--- config.mk ---
export PLATFORM = sky130hd
export DESIGN_NAME = uart_tx_ctrl
export DESIGN_NICKNAME = d
export VERILOG_FILES = /design/src/rtl/uart_pkg.sv /design/src/rtl/uart_baud_gen.sv /design/src/rtl/uart_tx_ctrl.sv
export SDC_FILE = /design/constraint.sdc
export NUM_CORES = 1
export LEC_CHECK = 0
export ABC_AREA = 1
export CAP_MARGIN = 10
export CORE_MARGIN = 5
export CORE_UTILIZATION = 61
export CTS_CLUSTER_SIZE = 24
export DETAILED_ROUTE_END_ITERATION = 8
export GPL_TIMING_DRIVEN = 0
export HOLD_SLACK_MARGIN = 0.03
export PLACE_DENSITY = 0.84
export SYNTH_ARGS = -nofsm -noshare
export SYNTH_HDL_FRONTEND = slang
export SYNTH_SLANG_ARGS = --single-unit
--- constraint.sdc ---
create_clock -name clk -period 4.6 [get_ports clk]
set_input_delay 0.46 -clock clk [delete_from_list [all_inputs] [get_ports clk]]
set_output_delay 0.46 -clock clk [all_outputs]
set_load 0.05 [all_outputs]
--- src/rtl/uart_pkg.sv ---
// uart_pkg: shared UART transmitter types and constants
package uart_pkg;
  typedef enum logic [1:0] {IDLE, START, DATA, STOP} tx_state_t;
  localparam int DEFAULT_CLKS_PER_BIT = 5208;
  localparam int DATA_BITS = 8;
endpackage

--- src/rtl/uart_baud_gen.sv ---
// uart_baud_gen: bit-period counter with a tick on the last cycle of each bit
module uart_baud_gen
  import uart_pkg::*;
#(
  parameter int CLKS_PER_BIT = DEFAULT_CLKS_PER_BIT
) (
  input  logic clk,
  input  logic rst,
  input  logic clear,
  output logic bit_tick,
  output logic pre_tick
);
  localparam int W = $clog2(CLKS_PER_BIT);
  localparam logic [W-1:0] LAST = W'(CLKS_PER_BIT - 1);
  localparam logic [W-1:0] PRE = W'(CLKS_PER_BIT - 2);
  logic [W-1:0] cnt;
  assign bit_tick = cnt == LAST;
  // pre_tick lets the caller register an output that lands on the last cycle of a bit
  assign pre_tick = cnt == PRE;
  always_ff @(posedge clk) begin
    if (rst || clear || bit_tick) cnt <= '0;
    else cnt <= cnt + 1'b1;
  end
endmodule

--- src/rtl/uart_tx_ctrl.sv ---
// uart_tx_ctrl: 8N1 UART transmitter triggered by a rising edge on tx_start
module uart_tx_ctrl
  import uart_pkg::*;
#(
  parameter int CLKS_PER_BIT = DEFAULT_CLKS_PER_BIT
) (
  input  logic                 clk,
  input  logic                 rst,
  input  logic                 tx_start,
  input  logic [DATA_BITS-1:0] tx_data,
  output logic                 tx,
  output logic                 tx_busy,
  output logic                 tx_done
);
  tx_state_t state;
  logic prev, start_pulse, clear, bit_tick, pre_tick;
  logic [DATA_BITS-1:0] shift_reg;
  logic [2:0] bit_cnt;
  assign start_pulse = tx_start & ~prev;
  assign clear = state == IDLE && start_pulse;
  uart_baud_gen #(.CLKS_PER_BIT(CLKS_PER_BIT)) u_baud (
    .clk(clk),
    .rst(rst),
    .clear(clear),
    .bit_tick(bit_tick),
    .pre_tick(pre_tick)
  );
  always_ff @(posedge clk) begin
    if (rst) begin
      state <= IDLE;
      tx <= 1'b1;
      tx_busy <= 1'b0;
      tx_done <= 1'b0;
      shift_reg <= '0;
      bit_cnt <= '0;
      prev <= 1'b0;
    end else begin
      prev <= tx_start;
      tx_done <= 1'b0;
      case (state)
        IDLE: if (start_pulse) begin
          shift_reg <= tx_data;
          bit_cnt <= '0;
          tx <= 1'b0;
          tx_busy <= 1'b1;
          state <= START;
        end
        START: if (bit_tick) begin
          tx <= shift_reg[0];
          state <= DATA;
        end
        DATA: if (bit_tick) begin
          shift_reg <= shift_reg >> 1;
          bit_cnt <= bit_cnt + 3'd1;
          tx <= bit_cnt == 3'd7 ? 1'b1 : shift_reg[1];
          state <= bit_cnt == 3'd7 ? STOP : DATA;
        end
        STOP: begin
          tx_done <= pre_tick;
          if (bit_tick) begin
            tx_busy <= 1'b0;
            state <= IDLE;
          end
        end
        default: state <= IDLE;
      endcase
    end
  end
endmodule

==> results.toml <==
[run_status]
outcome = "finished clean"

[logic_synthesis]
synth_nets = 245
synth_edf_count = 0
ys_warn_count = 0
synth_area_mm2 = 0.00160
synth_common_cells = "59 x nand2_1, 31 x nor2_1, 30 x dfxtp_1"
synth_most_common_cell = "nand2_1"
synth_flop_cell = "dfxtp_1"
synth_seq_cells = 30
yosysTopAreaCell = "dfxtp_1"
syn-instance-count = 226
synth_top_area_share_pct = 37.6
yosys.cell_types.count = 29
seq_area_frac_synth_pct = 37.6
async_flop_share_pct = 0
synth_area_leaders = "dfxtp_1 38%, nand2_1 14%, nor2_1 7.3%"
avgSynthCellArea_um2 = 7.06

[critical_path]
crit_fanout = 3
cp_slowest_cell = "clkdlybuf4s50_1"
startpoint_type = "flip-flop"
cp.arrival_ns = 1.50
end_kind = "output pin"
cpPeakStageDelay_ns = 0.81
worstPathRequired_ns = 4.14
crit_buf_inv = 1
crit_type = "flip-flop to output pin"
critPathTopFamily = "buffers and inverters"
path_cells = "clkdlybuf4s50_1"

[global_routing]
grt_pass1_vias = 1228
grt_usage_pct = 18.3
grt_max_degree = 11
overflow = 0
grt_antenna_before_repair = 0
grt_pass1_wl_um = 5000

[floorplan]
fp.dieW_um = 61.1
fp-row-count = 18
die_y_um = 61.1
core_mm2 = 0.00250
floorplan.initialDensity_pct = 63.8
die_area_mm2 = 0.00374
io_pins = 14

[routing]
drc = 0
drt_wl_total_um = 2870
wl_per_cell_um = 10.4
drt-initial-drc-count = 60
route.vias.total = 1368
vias_per_cell = 4.96
ant_nets = 0
dr.pass1.iters = 4

[clock_network]
insertion_delay_ns = 0.33
cts_hold_buffers = 0
tritoncts = "built"
cts_root_buf = "clkbuf_4"
cts_max_level = 2
post_cts_resized = 0
cts_buffers = 5
cts_buffer_depth = 2
cts.sinks = 30
cts_setup_buffers = 0
clkSlewWorstSetupHoldPaths_ns = 0.09

[layout]
syn_to_final_growth_pct = 13.3
ff_latch_area_um2 = 601
largest_reg_flops = 13
antennaDiodeCount = 0
fillCellCount = 207
nets = 265
drive_gt1_share_pct = 9.35
multi_input_area_um2 = 855

[sta]
post-route-period-util_pct = 42.6
max_freq_ghz = 0.510
layout_setup_ws_ns = 2.64
layout_min_cycle_time_ns = 1.96
slew-limit-headroom_pct = 66.9
final_max_slew_viol_count = 0
tns_ns = 0
hold_violations = 0
rsz0062_at_grt = "no"
setup_violations = 0
fin_worst_skew_ns = 0.0140
tightestPinTransition_ns = 0.495
timing.hold.ws_ns = 0.464

[hold_path]
hold_path.class = "flip-flop to flip-flop"

[place]
hpwl_um = 2110
portBuffers = 13
dp_worst_setup_slack_ns = 2.61
routabilityCongestion = 0.795

[pwr]
p_per_area_mw_per_mm2 = 472
total_leakage_power_nw = 0.795
vdd_ir_drop_max_mv = 0.457

[job]
drv_cap = 0
## per-stage QoR
step	instance area [µm²]	instances	utilization (%)	power, W
detailed placement	1760	269	70.5	0.000717
CTS	1810	276	72.3	0.000860
finish	1810	276	72.3	0.000854
global placement	1760	269	70.5	0.000709
floorplan	1600	226	-	0.000636
global route	1810	276	72.3	0.000931
## cell usage in the layout (no fill, tap or decap), types with 8 or more instances in the layout
cell type	netlist	routed
inv_1	28	28
dfxtp_1	30	30
ha_1	8	8
nor2_1	31	31
clkdlybuf4s50_1	0	13
nand3_1	12	12
o21ai_0	8	8
nor2_2	8	8
a21oi_1	8	8
nand2_1	59	59
## layer usage
metal  GRT usage, %  vias to the layer above  wire [µm]
met4           10.8                        0         77
met5              0                        -          0
met1           22.9                      585       1450
met2           27.9                       23       1230
li1               -                      751          -
met3           5.03                        9        116
## report_power, final
part / total, W / internal (W) / leakage [nW] / switching (W)
clock network: 0.000144 / 0.0000575 / 0.0254 / 0.0000869
logic: 0.000379 / 0.000138 / 0.524 / 0.000240
registers: 0.000330 / 0.000306 / 0.245 / 0.0000243
## cell type report
| class | count | share of cell area, % |
|---|---|---|
| multi-input cells | 162 | 47.3 |
| flip-flops and latches | 30 | 33.2 |
| repair buffers | 13 | 7.20 |
| inverters | 29 | 6.02 |
| clock buffers | 7 | 2.49 |
| well taps | 30 | 2.08 |
| plain buffers | 5 | 1.73 |
## worst register-to-register path: stages, from the launching register on
cell     delay [ns]
dfxtp_1        0.39
inv_1          0.08
ha_1           0.21
buf_4          0.17
inv_1          0.17
nand2_1        0.13
nand3_4        0.16
buf_6          0.19
nand2_1        0.09
a21oi_1        0.16
## cells by family (layout without fill, tap and decap cells)
| kind of cell | Yosys count | count (layout) | synth area share [%] |
|---|---|---|---|
| AOI/OAI and AO/OA | 18 | 18 | 6.12 |
| xor gates and xnor gates | 3 | 3 | 1.65 |
| adders and majority gates | 8 | 8 | 6.27 |
| buffers and inverters | 34 | 54 | 8.78 |
| DFF | 30 | 30 | 37.6 |
| and+or+nand+nor | 133 | 133 | 39.5 |
## final timing paths
kind                                       startpoint                      end  slack (ns)  depth (start not counted)
worst max-delay path             tx_busy$_SDFFE_PP0P_                  tx_busy        2.64                          1
worst min-delay path                  tx$_SDFFE_PP1P_          tx$_SDFFE_PP1P_        0.46                          2
worst max register to register  state[0]$_SDFFE_PP0P_  bit_cnt[1]$_SDFFE_PP0P_        2.77                          9
worst min register to register        tx$_SDFFE_PP1P_          tx$_SDFFE_PP1P_        0.46                          2
Power figures use the tool's default switching activity.
